### config.mk
export PLATFORM = sky130hd
export DESIGN_NAME = freq_ratio_meter
export DESIGN_NICKNAME = d
export VERILOG_FILES = /design/src/rtl/freq_ratio_meter.sv
export SDC_FILE = /design/constraint.sdc
export NUM_CORES = 1
export LEC_CHECK = 0
export CORE_UTILIZATION = 55
export CTS_CLUSTER_DIAMETER = 200
export DETAILED_ROUTE_END_ITERATION = 8
export GPL_ROUTABILITY_DRIVEN = 0
export PLACE_DENSITY = 0.8
export SLEW_MARGIN = 0
export SYNTH_ARGS = -nofsm -noshare
export SYNTH_HDL_FRONTEND = slang
export SYNTH_SLANG_ARGS = --single-unit
### constraint.sdc
create_clock -name clk -period 2.8 [get_ports clk]
set_clock_uncertainty 0.15 [all_clocks]
set_input_delay 0.7 -clock clk [delete_from_list [all_inputs] [get_ports clk]]
set_output_delay 0.7 -clock clk [all_outputs]
set_load 0.01 [all_outputs]
### src/rtl/freq_ratio_meter.sv
// Measures period and high time of a slow clock sampled as data in the clk domain.
// Optional 2-flop input synchronizer is enabled with `define FREQ_METER_SYNC2_EN.
module freq_ratio_meter #(
  parameter int CNT_W   = 16,
  parameter int TIMEOUT = 1000
) (
  input  logic             clk,
  input  logic             rst,
  input  logic             sig_in,
  output logic [CNT_W-1:0] period_out,
  output logic [CNT_W-1:0] high_out,
  output logic             meas_valid,
  output logic             lost
);

  typedef enum logic [1:0] {ARM_LOW, ARM_EDGE, MEASURE} state_t;

  localparam logic [CNT_W-1:0] TIMEOUT_CNT = CNT_W'(TIMEOUT);
  localparam logic [CNT_W-1:0] CNT_ONE     = CNT_W'(1);

  logic samp;

`ifdef FREQ_METER_SYNC2_EN
  localparam logic [1:0] PIPE_DEPTH = 2'd3;

  logic sync_a_reg;
  logic sync_b_reg;

  always_ff @(posedge clk) begin
    if (rst) begin
      sync_a_reg <= 1'b0;
      sync_b_reg <= 1'b0;
    end else begin
      sync_a_reg <= sig_in;
      sync_b_reg <= sync_a_reg;
    end
  end

  assign samp = sync_b_reg;
`else
  localparam logic [1:0] PIPE_DEPTH = 2'd1;

  assign samp = sig_in;
`endif

  logic             s1_reg;
  logic             s_prev_reg;
  logic [CNT_W-1:0] cnt_reg;
  logic [CNT_W-1:0] hcnt_reg;
  logic [1:0]       fill_reg;
  state_t           state_reg;
  logic             rise;
  logic             primed;

  assign rise   = s1_reg & ~s_prev_reg;
  // s1 holds reset zeros until the input pipeline has refilled with real samples;
  // arming on those zeros would let a high input at reset release look like an edge.
  assign primed = (fill_reg == PIPE_DEPTH);

  always_ff @(posedge clk) begin
    if (rst) begin
      s1_reg     <= 1'b0;
      s_prev_reg <= 1'b0;
      cnt_reg    <= '0;
      hcnt_reg   <= '0;
      fill_reg   <= 2'd0;
      state_reg  <= ARM_LOW;
      period_out <= '0;
      high_out   <= '0;
      meas_valid <= 1'b0;
      lost       <= 1'b0;
    end else begin
      s1_reg     <= samp;
      s_prev_reg <= s1_reg;
      meas_valid <= 1'b0;
      if (!primed) begin
        fill_reg <= fill_reg + 2'd1;
      end
      case (state_reg)
        ARM_LOW: begin
          if (primed && !s1_reg) begin
            state_reg <= ARM_EDGE;
          end
        end
        ARM_EDGE: begin
          if (rise) begin
            state_reg <= MEASURE;
            cnt_reg   <= CNT_ONE;
            hcnt_reg  <= CNT_ONE;
          end
        end
        MEASURE: begin
          // An edge landing on the timeout cycle is still a valid period.
          if (rise) begin
            period_out <= cnt_reg;
            high_out   <= hcnt_reg;
            meas_valid <= 1'b1;
            lost       <= 1'b0;
            cnt_reg    <= CNT_ONE;
            hcnt_reg   <= CNT_ONE;
          end else if (cnt_reg == TIMEOUT_CNT) begin
            lost      <= 1'b1;
            state_reg <= ARM_LOW;
          end else begin
            cnt_reg  <= cnt_reg + CNT_ONE;
            hcnt_reg <= hcnt_reg + {{(CNT_W-1){1'b0}}, s1_reg};
          end
        end
        default: begin
          state_reg <= ARM_LOW;
        end
      endcase
    end
  end

endmodule
Word level (Yosys, flattened, before mapping)
Index checks and enable logic that the tools add are counted.
{"block": "word_totals", "reg_bits": 72, "latch_bits": 0, "mem_bits_rw": 0, "romBits": 0, "out_inout_bits": 34, "elab_cells": 50, "mem_count": 0}
{"block": "classes", "n_addsub": 3, "multipliers": 0, "div_mod_pow": 0, "order_cmp": 0, "eq_ne": 9, "shift": 0, "n_mux": 15, "bitwise_logic": 3, "n_reduce_logical": 10}
{"cell": "$mux 16", "count": 5}
{"cell": "$pmux 16 s2", "count": 2}
{"cell": "$add 16x1->16", "count": 1}
{"cell": "$add 16x1->16 const B", "count": 1}
{"cell": "$eq 16x10->1 const B", "count": 1}
{"cell": "$mux 2", "count": 4}
{"cell": "$ne 2x2->1 const B", "count": 4}
{"cell": "$pmux 2 s3", "count": 1}
{"cell": "$eq 2x1->1 const B", "count": 2}
{"cell": "$reduce_and 2->1", "count": 2}
{"cell": "$reduce_and 4->1", "count": 1}
{"cell": "$reduce_bool 2->1", "count": 2}
{"cell": "$mux 1", "count": 3}
{"cell": "$ne 3x3->1 const B", "count": 1}
{"cell": "$reduce_and 3->1", "count": 1}
{"cell": "$add 2x1->2 const B", "count": 1}
{"cell": "$eq 2x2->1 const B", "count": 1}
{"cell": "$logic_not 2->1", "count": 1}
{"cell": "$not 1->1", "count": 2}
{"cell": "$reduce_or 2->1", "count": 1}
{"cell": "$and 1x1->1", "count": 1}
{"cell": "$logic_and 1x1->1", "count": 1}
{"cell": "$logic_not 1->1", "count": 1}

Depth between registers and ports, before layout
Gate-level depths: netlist (run 1).
{"block": "logic_depth", "word_depth": 4, "mapped_depth": 9, "ltp_nobuf": 7}

Least setup slack after synthesis (run 1)
Ideal clock, no wire load.
{"block": "synth_timing", "kind": "flip-flop to flip-flop", "start": "reg cnt_reg[0]", "end": "reg cnt_reg[5]", "setup_time_ns": 0.072, "arrival_time_ns": 1.753, "t_required_ns": 2.578, "setup_slack_ns": 0.825, "path_stages_with_launch": 9, "path_buffers": 1, "period_less_slack_ns": 1.975, "path_cell_list": "dfxtp_1 -> inv_1 -> ha_1 -> and4b_1 -> nand4_1 -> a21oi_2 -> buf_4 -> or4_1 -> a21oi_1"}
{"block": "synth_between", "elab_chain_cells": 4}
{"item": "start, declared", "line": "48", "rtl": "logic [CNT_W-1:0] cnt_reg;"}
{"item": "start signal, assigned", "line": "105", "rtl": "cnt_reg <= cnt_reg + CNT_ONE;"}
{"item": "$add 16x1->16", "line": "105"}
{"item": "$mux 16", "line": "101", "rtl": "end else if (cnt_reg == TIMEOUT_CNT) begin"}
{"item": "$mux 16", "line": "94", "rtl": "if (rise) begin"}
{"item": "$pmux 16 s2", "line": "79", "rtl": "case (state_reg)"}
Several ways; a longest one is shown, not always the timed one. The select of a mux whose other input is x is not followed.
A chain may end at the register's enable or synchronous reset.

Worst setup path in the final report (run 1)
{"block": "layout_timing", "start": "reg cnt_reg[1]", "end": "reg hcnt_reg[9]"}
{"block": "layout_between", "elab_chain_cells": 3}
{"item": "$eq 16x10->1", "line": "101"}
{"item": "$ne 3x3->1 (no source line)"}
{"item": "$reduce_and 3->1 (no source line)"}
{"item": "end signal, assigned", "line": "106", "rtl": "hcnt_reg <= hcnt_reg + {{(CNT_W-1){1'b0}}, s1_reg};"}
{"item": "end, declared", "line": "49", "rtl": "logic [CNT_W-1:0] hcnt_reg;"}
Every way passes these cells.

==> run summary, run 1 <==
In the routed layout, each cell is associated on average with a via count of 5.59. The path with the worst hold slack has its endpoint at high_out[8]. Input and output buffers added on the ports amount to 36.

Synthesis produced a netlist with a net count of 381. The number of hold violations in the final report came out at 0. The flow ran to the end, and the final reports show no timing, DRC or antenna violations. The effective utilization at floorplan came out at 0.582. STA classifies the critical path startpoint as a register. After global routing the overflow that remains totals 0. The synthesized design contains 0 enable-type register cells. The fraction of power consumed by combinational cells came out at 0.098.

The number of buffers inserted to repair setup after CTS is 0. The leakage power figure is 1.21 nW. The placeable core area is 5200 um2. The synthesized design contains 72 register bits.

The arrival time at the worst endpoint is 2.50 ns. The die extent in x came out at 76.2 um. The initial antenna violation count is 0. The total number of H-tree levels is 3.

Setup repair after global routing left no endpoint under its margin. The clock sink count came out at 72. The required time at the endpoint of the critical path came out at 2.93 ns.

The delay of the slowest cell on the worst path came out at 0.51 ns. The number of pins with negative max-slew slack in the final report came out at 0. The most used flip-flop cell after synthesis is sky130_fd_sc_hd__dfxtp_1. The switching portion of total power came out at 0.247. The quantity of hold-fixing buffers added after cts came out at 0. The number of buffers inserted during clock tree synthesis is 9.

TritonCTS built the clock tree. The final critical path time including I/O delays and setup is 2.37 ns. The power density normalized to cell area is 573 nW/um2.

The worst ir drop on vdd is 0.000553 V. The detailed-placement wirelength estimate is 4.76 mm. The later pin in the worst-skew pair is clocked with a latency of 0.35 ns.

The clock network fraction of total power came out at 0.395. The cell depth of the worst min-delay path is 2. The critical path's slowest cell is sky130_fd_sc_hd__or4_1. The number of antenna diodes in the final layout is 0. The site row count is 26. The worst register-to-register path has a setup slack of 0.43 ns. The number of unique standard cell types used by synthesis is 50.

Ranked by instance count, the synthesized netlist is headed by sky130_fd_sc_hd__nand2_1, sky130_fd_sc_hd__dfxtp_1, sky130_fd_sc_hd__a21oi_1. The final routed wire length divided by cell count is 13.8 um. The share of the clock period used by the worst path is 0.845. The biggest area consumer among synthesized cells is sky130_fd_sc_hd__dfxtp_1. The growth of design area from synthesis to finish is 21.3%. The final worst hold slack is 0.302 ns. The post-synthesis cell count is 373.

The worst hold path begins at high_out[8]. Measured along the y axis, the die boundary spans 76.2 um. Of the synthesized area, sequential elements account for 0.476. For the pin with the worst max-slew slack, the measured transition is 0.622 ns. The Yosys step of the flow raised 0 warnings. The final layout contains 419 nets. The part of the power in registers is 0.507. For this run, design rule violations remaining after detail routing come to 0. The area share of the leading cell type in the synthesized netlist is 0.476. Measured against its own limit, the worst slew margin works out to 0.585. The total routed wirelength is 6.69 mm. The number of cells on the worst reg-to-reg path is 8. Across the run, the number of max-cap violations was 0.

Averaged over all synthesized cells, the footprint is 8.12 um2. The internal portion of total power came out at 0.00159 W. The critical path is of the reg2reg type. The type of destination of the critical path is a register.

The startpoint of the worst register-to-register path is cnt_reg[1]. The clock slew at the register clock pins of the worst setup and hold paths came out at 0.07 ns. The global-route total usage across every layer came out at 0.250. The floorplan die area is 5810 um2. The total of fill cells in the finished design is 433. The cell sitting at the root of the clock tree is a sky130_fd_sc_hd__clkbuf_8. The setup violation total in the final timing report is 0. Before antenna repair, the detailed router went through 6 iterations. The worst register-to-register path ends at hcnt_reg[9].

Of the cells placed in the final design, the portion with a size suffix greater than 1 is 0.0865. The switching power of the nets came out at 0.000519 W. Summing every instance area after synthesis gives 3030 um2.

The leading cell type by number of instances after synthesis is sky130_fd_sc_hd__nand2_1. The post-cts sizing count came out at 0. The DRC violation total after the first TritonRoute iteration came out at 158. The via count of the routed design is 2,719. Derived from the worst setup path, the maximum achievable clock frequency is 423 MHz. The first global-routing pass estimated 11.4 mm of wire. The number of global-route vias before repair came out at 2,423. The critical path goes through inv_1, ha_1, and4b_1, nand4_1, a21oi_2, buf_4, or4_1, a21oi_1. 37 I/O pins were placed.

The largest buffer count on any clock path came out at 2. The pin count of the biggest net entering global routing is 43. Summed over all failing endpoints, the final setup total negative slack is 0 ns. In this run the worst hold path is classified as reg2reg.

Of all flip-flops after synthesis, the portion carrying an async set or reset was 0. Of all nets on the critical path, the largest fanout is 20. By area the synthesized netlist is led by sky130_fd_sc_hd__dfxtp_1, sky130_fd_sc_hd__nand2_1, sky130_fd_sc_hd__a21oi_1, sky130_fd_sc_hd__a31oi_1, sky130_fd_sc_hd__ha_1. The detail route stage leaves a number of antenna-violating nets equal to 0.
## power groups by stage
stage / logic, W / clock network (W) / registers (W)
2_1_floorplan: 0.000152 / 0 / 0.00109
3_3_place_gp: 0.000196 / 0 / 0.00109
3_5_place_dp: 0.000205 / 0 / 0.00109
4_1_cts: 0.000206 / 0.000841 / 0.00107
5_1_grt: 0.000234 / 0.000880 / 0.00107
6_report: 0.000206 / 0.000831 / 0.00107
## how the worst max path moves through the flow
| stage | from | to | slack [ns] |
|---|---|---|---|
| finish | cnt_reg[1] | hcnt_reg[9] | 0.43 |
| global route | cnt_reg[1] | hcnt_reg[9] | 0.35 |
| CTS | cnt_reg[1] | hcnt_reg[9] | 0.46 |
| detailed placement | cnt_reg[1] | hcnt_reg[9] | 0.48 |
| global placement | rst | cnt_reg[14] | 0.53 |
| floorplan | cnt_reg[0] | cnt_reg[5] | 0.82 |
## kinds of logic after synthesis
group	after synthesis	share of synthesized area
AO/OA/AOI/OAI	102	0.193
XOR/XNOR	2	0.00578
adder cells (fa/ha/maj)	5	0.0206
buffers and inverters	24	0.0380
flip-flops	72	0.476
multiplexers	1	0.00330
AND/OR/NAND/NOR	167	0.263
## area by class of cell
class                   instances  area, um2  share of cell area
clock inverters                 3       40.0              0.0109
clock buffers                  13        159              0.0432
flip-flops and latches         72       1440               0.392
well taps                      70       87.6              0.0238
inverters                       4       15.0             0.00409
repair buffers                 47        455               0.124
multi-input cells             277       1480               0.402
## worst max-delay path, delay by kind of cell, from the launching register on
kind	cells	cell delay, ns
compound gates	2	0.28
fa+ha+maj	1	0.19
buf+inv	2	0.29
flops	1	0.40
simple gates	3	0.97
## cell usage in the layout (no fill, tap or decap), drive strengths merged, types with 2 or more instances in the layout
cell            n
nand2b          3
or4             5
and2            2
dfxtp          72
and3            6
ha              5
and4b           2
nor4            2
clkdlybuf4s50  36
nor3b           2
and4            2
nor3            6
clkinv          2
o21ai          11
nand2          93
nor2           16
a21oi          64
buf            11
nand3          13
inv             4
o31ai           5
nand4           2
a31oi          10
nor2b           5
clkbuf         13
a41oi           3
or3             5
## per-layer routing
metal  track usage  vias to the layer above  wire [um]
met5             0                        -          0
met4         0.140                        0        144
met3        0.0467                       13        249
met2         0.406                       60       3270
met1         0.312                     1262       3020
li1              -                     1384          -
## through the flow
stage,setup WS [ns],cells,instance area [um2],utilization,power [W]
floorplan,0.825,373,3030,-,0.00124
global placement,0.529,470,3480,0.668,0.00129
detailed placement,0.480,470,3480,0.668,0.00130
CTS,0.461,486,3670,0.706,0.00212
global route,0.347,486,3670,0.706,0.00219
finish,0.435,486,3670,0.706,0.00211
Note: power is estimated with default switching activity, not from simulation.
==> run 2: changes to the inputs <==
- clock period: 2.8 -> 2.3 ns (I/O delays scaled with it)
==> run 2 against run 1 <==
  * Critical path depth unchanged
  * Via count rose by 2.4%
  * Worst setup slack got worse by 0.33 ns
  * Combinational power grew 29%
  * Core utilization up 1.5 points
  * Register-to-register slack got worse by 0.33 ns
  * Cell count rose by 0.82%
  * Sequential share of layout area decreased by 0.82 points
  * Die area unchanged
  * Highest routed layer unchanged
  * Sequential power up 21%
  * Fmax increased by 7.9%
==> run summary, run 2 (synthesis results as in run 1) <==
The flow ran to the end, and the final reports show no timing, DRC or antenna violations. The detail-routed via count per cell came out at 5.68 (+1.5%). The initial antenna violation count is 0 (unchanged).

The final instance count without filler cells is 490 (+0.82%). The fmax came to 456 MHz (+7.9%). The number of buffer and inverter instances along the worst setup path is 2 (unchanged). The post-layout instance area came out at 3750 um2 (+2.1%). The number of cells on the critical path came out at 8 (unchanged). The part of the power in registers came out at 0.474 (-0.033). The worst setup slack for register-to-register paths came out at 0.11 ns (-0.33 ns). The switching power of the nets is 0.000648 W (+25%). The number of hold violations in the final report came out at 0 (unchanged). The most common cell after layout, fill and taps aside is sky130_fd_sc_hd__nand2_1. The total of fill cells in the finished design is 431 (-0.46%). Relative to the synthesized area, the layout overhead comes to 23.9%. The setup violation total in the final timing report is 0 (unchanged). Tracing the worst setup path back leads to its startpoint at cnt_reg[1].

The share of post-route cells with drive strength above 1 came out at 0.0976 (+0.0111). The DRC violation total after the first TritonRoute iteration is 171 (+8.2%). The post-route DRC violation count is 0 (unchanged).

The clock network fraction of total power came out at 0.429 (+0.034). The arrival time at the worst endpoint came out at 2.32 ns (-0.18 ns). The net total in the final layout is 423 (+0.95%). The boundary pin count came out at 37 (unchanged). Broken down by cell family, the worst path's largest delay share belongs to simple AND/OR/NAND/NOR gates. The startpoint of the worst register-to-register path is cnt_reg[1]. The clock slew at the register clock pins of the worst setup and hold paths is 0.07 ns (about the same).

The clock network latency to the later pin of the worst-skew pair came out at 0.35 ns (about the same). The site row count is 26 (unchanged). The endpoint identified for the worst register-to-register timing path is hcnt_reg[14].

The critical path in this run is classified as reg2reg. TritonCTS built the clock tree. The total placed cells including tap cells came out at 474 (+0.85%). The fraction of power consumed by combinational cells is 0.097 (about the same). The internal portion of total power came out at 0.00210 W (+32%). The total routed wirelength is 7.04 mm (+5.2%).

The share of the clock period used by the worst path is 0.953 (+0.109). The floorplan die area is 5810 um2 (unchanged). The quantity of hold-fixing buffers added after cts came out at 0 (unchanged). Setup repair after global routing left no endpoint under its margin. The via count of the routed design was 2,783 (+2.4%). The leakage power figure was 1.25 nW (+3.1%). The max-slew headroom at the worst pin is 0.711 (+0.126). The transition time at the pin with the least slew margin is 0.430 ns (-0.193 ns).

The largest buffer count on any clock path came to 2 (unchanged). The detailed-routing iteration count for the pre-antenna-repair pass was 4 (-2). The critical path's slowest cell is sky130_fd_sc_hd__or4_1. The placeable core area came out at 5200 um2 (unchanged). The aggregate negative setup slack was 0 ns (unchanged).

The switching portion of total power is 0.236 (-0.0106). The global-route wire length before repair was 12.2 mm (+6.7%). The number of pins with negative max-slew slack in the final report is 0 (unchanged). The die height came out at 76.2 um (unchanged). The power density normalized to cell area came out at 732 nW/um2 (+28%). The total number of H-tree levels is 3 (unchanged). The total inserted antenna cells is 0 (unchanged). The placed standard-cell area was 3520 um2 (+1.2%). The number of global-route vias before repair came out at 2,629 (+8.5%). The final critical path time including I/O delays and setup came out at 2.19 ns (-0.172 ns). The class of the most critical hold timing path is reg2reg. The final routed wire length divided by cell count came out at 14.4 um (+4.3%). The overall overflow remaining after global route is 0 (unchanged). The delay of the slowest cell on the worst path is 0.49 ns (-0.02 ns). The number of buffers inserted during clock tree synthesis came out at 9 (unchanged).

The worst ir drop on vdd came out at 0.000488 V (-12%). The count of maximum capacitance violations came to 0 (unchanged). The setup slack after layout came to 0.107 ns (-0.328 ns). The critical path goes through inv_1, ha_1, and4b_1, nand4_1, a21oi_2, buf_12, or4_1, a21oi_1. The pin count of the biggest net entering global routing is 40 (-7.0%). The cell sitting at the root of the clock tree is a sky130_fd_sc_hd__clkbuf_8. The post-cts sizing count came out at 0 (unchanged). The detailed-placement wirelength estimate is 4.80 mm (+0.93%). The number of buffers inserted to repair setup after CTS came out at 0 (unchanged). The library cells used most frequently in the layout, excluding fill and tap cells, are sky130_fd_sc_hd__nand2_1, sky130_fd_sc_hd__dfxtp_1, sky130_fd_sc_hd__a21oi_1. The number of routed nets with antenna violations was 0 (unchanged). The setup slack at placement came out at 0.158 ns (-0.322 ns). The startpoint type of the worst setup path is a register. The port buffer count came to 36 (unchanged).

The required time at the endpoint of the critical path came to 2.43 ns (-0.50 ns). The die extent in x came to 76.2 um (unchanged). The most critical setup path has its endpoint at hcnt_reg[14].

The effective utilization at floorplan was 0.582 (unchanged). The number of cells on the worst reg-to-reg path was 8 (unchanged). The clock sink count is 72 (unchanged). The global-route total usage across every layer is 0.263 (+0.0128). The type of destination of the critical path is a register. The maximum net fanout on the critical path came out at 21 (+5.0%).
## run 2: cell types whose count changed in the layout (fill, tap and decap cells not counted)
cell and delta:
sky130_fd_sc_hd__buf_12 +1, sky130_fd_sc_hd__clkbuf_1 -1, sky130_fd_sc_hd__bufinv_16 +2, sky130_fd_sc_hd__buf_4 +3
sky130_fd_sc_hd__clkbuf_8 -2, sky130_fd_sc_hd__clkinvlp_4 +1
## run 2: layer usage
metal	GRT usage	share of wire
met5	0	0
met4	0.135	0.017
met3	0.0599	0.054
met2	0.423	0.49
met1	0.330	0.44
## run 2: power groups by stage
stage	combinational, W	sequential, W	clock, W
after CTS	0.000265	0.00130	0.00120
after detailed placement	0.000263	0.00133	0
after global routing	0.000290	0.00131	0.00126
final	0.000266	0.00130	0.00118
after global placement	0.000250	0.00133	0
after floorplan	0.000185	0.00133	0
## run 2: through the flow
stage | utilization | hold slack [ns] | total power [W]
6_report | 0.721 | 0.303 | 0.00275
5_1_grt | 0.721 | 0.322 | 0.00286
4_1_cts | 0.721 | 0.306 | 0.00277
3_5_place_dp | 0.676 | 0.296 | 0.00159
3_3_place_gp | 0.676 | 0.290 | 0.00158
2_1_floorplan | - | 0.287 | 0.00151
## run 2: worst min-delay path, delay by kind of cell, from the launching register on
kind            cells  cell delay (ns)
flops               1             0.31
simple gates        1             0.05
compound gates      1             0.05
## run 2: worst min-delay path by stage
stage          cells past startpoint  slack [ns]            end     startpoint
2_1_floorplan                      2        0.29   high_out[15]   hcnt_reg[15]
5_1_grt                            2        0.32   high_out[14]   high_out[14]
6_report                           2        0.30   high_out[14]   high_out[14]
4_1_cts                            2        0.31  period_out[4]  period_out[4]
3_3_place_gp                       2        0.29   high_out[14]   high_out[14]
3_5_place_dp                       2        0.30  period_out[4]  period_out[4]
## run 2: layout make-up
| class | count | area, um2 | share of cell area |
|---|---|---|---|
| clock inverter | 6 | 108 | 0.0287 |
| multi-input combinational | 277 | 1480 | 0.393 |
| tap | 70 | 87.6 | 0.0233 |
| timing repair buffer | 51 | 498 | 0.133 |
| clock buffer | 10 | 128 | 0.0340 |
| inverter | 4 | 15.0 | 0.00400 |
| sequential | 72 | 1440 | 0.384 |
==> run 3: changes to the inputs <==
- CORE_MARGIN: unset -> 8
==> run 3 against run 2 <==
  * Register-to-register slack about the same
  * Power decreased by 3.2%
  * Die area increased by 40%
  * Sequential power about the same
  * Non-clock buffer count unchanged
  * Fmax decreased by 0.14%
  * Critical path type unchanged
  * Highest routed layer unchanged
==> run summary, run 3 (synthesis results as in run 1) <==
The arrival time at the worst endpoint came out at 2.32 ns (about the same). The global-route wire length before repair came out at 11.9 mm (-2.8%). The global-route total usage across every layer came out at 0.175 (-0.0876). The fmax came out at 455 MHz (-0.14%). The total number of H-tree levels came to 3 (unchanged). The number of global-route vias before repair is 2,688 (+2.2%). The DRC violation total after the first TritonRoute iteration came to 186 (+8.8%). The leakage power figure came out at 1.24 nW (-0.48%). The placeable core area is 5410 um2 (+3.8%).

The post-cts sizing count is 0 (unchanged). The via count of the routed design was 2,775 (-0.29%). The tightest min-delay check is of the reg2reg type. The number of pins with negative max-slew slack in the final report was 0 (unchanged). The pin count of the biggest net entering global routing came out at 44 (+10%).

The share of the core filled with cells came out at 0.691 (-0.0304). The detailed-placement wirelength estimate came out at 4.83 mm (+0.60%). The run finished with clean final reports. The total inserted antenna cells is 0 (unchanged). The die extent in x is 90.2 um (+18%). Among cell families on the critical path, the largest total delay comes from simple AND/OR/NAND/NOR gates. The detail-routed via count per cell is 5.64 (-0.69%). TritonCTS built the clock tree. The clock sink count is 72 (unchanged). The port buffer count came to 36 (unchanged). The max-slew headroom at the worst pin is 0.712 (+0.00124). The worst setup path is of the reg2reg kind. Among all stages on the critical path, the largest delay is contributed by sky130_fd_sc_hd__or4_1.

The required time at the endpoint of the critical path was 2.43 ns (about the same). The delay of the slowest cell on the worst path came to 0.49 ns (about the same). The post-route DRC violation count came to 0 (unchanged).

The largest buffer count on any clock path is 2 (unchanged). STA classifies the critical path endpoint as a register. The maximum net fanout on the critical path is 21 (unchanged). The setup violation total in the final timing report came to 0 (unchanged). The cell chosen for the clock root is sky130_fd_sc_hd__clkbuf_8. The final routed wire length divided by cell count is 14.4 um (about the same). The startpoint type of the worst setup path is a register. The effective utilization at floorplan came out at 0.561 (-0.0216). The number of routed nets with antenna violations came out at 0 (unchanged). The net total in the final layout came out at 423 (unchanged). The total of fill cells in the finished design came to 469 (+8.8%).

The aggregate negative setup slack is 0 ns (unchanged). The final critical path time including I/O delays and setup came to 2.20 ns (+0.00310 ns). The growth of design area from synthesis to finish came out at 23.2%. Walking the worst path, the cells encountered are inv_1, ha_1, and4b_1, nand4_1, a21oi_2, buf_12, or4_1, a21oi_1.

The overall overflow remaining after global route came out at 0 (unchanged). The transition time at the pin with the least slew margin came out at 0.428 ns (-0.00184 ns). The die height came to 90.2 um (+18%).

The total routed wirelength is 7.07 mm (+0.47%). The clock network latency to the later pin of the worst-skew pair is 0.35 ns (about the same). The site row count was 27 (+3.8%). The quantity of hold-fixing buffers added after cts came out at 0 (unchanged).

Setup repair after global routing left no endpoint under its margin. The initial antenna violation count is 0 (unchanged). The share of the clock period used by the worst path was 0.955 (+0.00135). The detailed-routing iteration count for the pre-antenna-repair pass came out at 4 (unchanged). The worst ir drop on vdd was 0.000558 V (+14%).

The number of buffers inserted during clock tree synthesis came out at 9 (unchanged). The most common cell after layout, fill and taps aside is sky130_fd_sc_hd__nand2_1. The library cells used most frequently in the layout, excluding fill and tap cells, are sky130_fd_sc_hd__nand2_1, sky130_fd_sc_hd__dfxtp_1, sky130_fd_sc_hd__a21oi_1.

The boundary pin count came out at 37 (unchanged). The count of maximum capacitance violations was 0 (unchanged). The floorplan die area is 8140 um2 (+40%). The share of post-route cells with drive strength above 1 is 0.100 (+0.00238).

The power density normalized to cell area came out at 712 nW/um2 (-2.7%). The number of buffers inserted to repair setup after CTS came out at 0 (unchanged). The number of hold violations in the final report came out at 0 (unchanged).

The number of buffer and inverter instances along the worst setup path came out at 2 (unchanged). The clock slew at the register clock pins of the worst setup and hold paths is 0.08 ns (about the same).
[run 3: power by group]
| part | total, W | switching, W | leakage, nW | internal (W) |
|---|---|---|---|---|
| Clock | 0.00110 | 0.000476 | 0.112 | 0.000624 |
| Sequential | 0.00130 | 0.0000227 | 0.581 | 0.00128 |
| Combinational | 0.000259 | 0.000157 | 0.547 | 0.000102 |
[run 3: final timing paths]
path | startpoint | endpoint | slack, ns | depth (start not counted)
max | cnt_reg[0] | hcnt_reg[12] | 0.10 | 8
min | period_out[2] | period_out[2] | 0.30 | 2
max reg2reg | cnt_reg[0] | hcnt_reg[12] | 0.10 | 8
min reg2reg | period_out[2] | period_out[2] | 0.30 | 2
[run 3: layout make-up]
cell class              instances  area, um2  share of cell area
clock buffers                  13        179              0.0479
clock inverters                 3       46.3              0.0124
inverters                       4       15.0             0.00402
multi-input cells             277       1480               0.395
flip-flops and latches         72       1440               0.386
well taps                      72       90.1              0.0241
repair buffers                 51        485               0.130
[run 3: through the flow]
stage          std cells  setup slack [ns]  hold slack [ns]  total power [W]  instance area (um2)
6_report             492             0.104            0.304          0.00266                 3730
5_1_grt              492           0.00547            0.323          0.00276                 3730
4_1_cts              492             0.120            0.307          0.00268                 3730
3_5_place_dp         476             0.137            0.296          0.00159                 3510
3_3_place_gp         476             0.176            0.291          0.00157                 3510
2_1_floorplan        373             0.325            0.287          0.00151                 3030
[run 3: tightest hold or removal path: stages (launching register included)]
cell and delay (ns):
sky130_fd_sc_hd__dfxtp_1 0.31, sky130_fd_sc_hd__nand2_1 0.05, sky130_fd_sc_hd__a21oi_1 0.05
[run 3: routing by layer]
metal	track usage	routed length [um]	share of wire
met2	0.294	3510	0.50
met1	0.196	2970	0.42
met3	0.0474	433	0.061
met4	0.101	155	0.022
met5	0	0	0
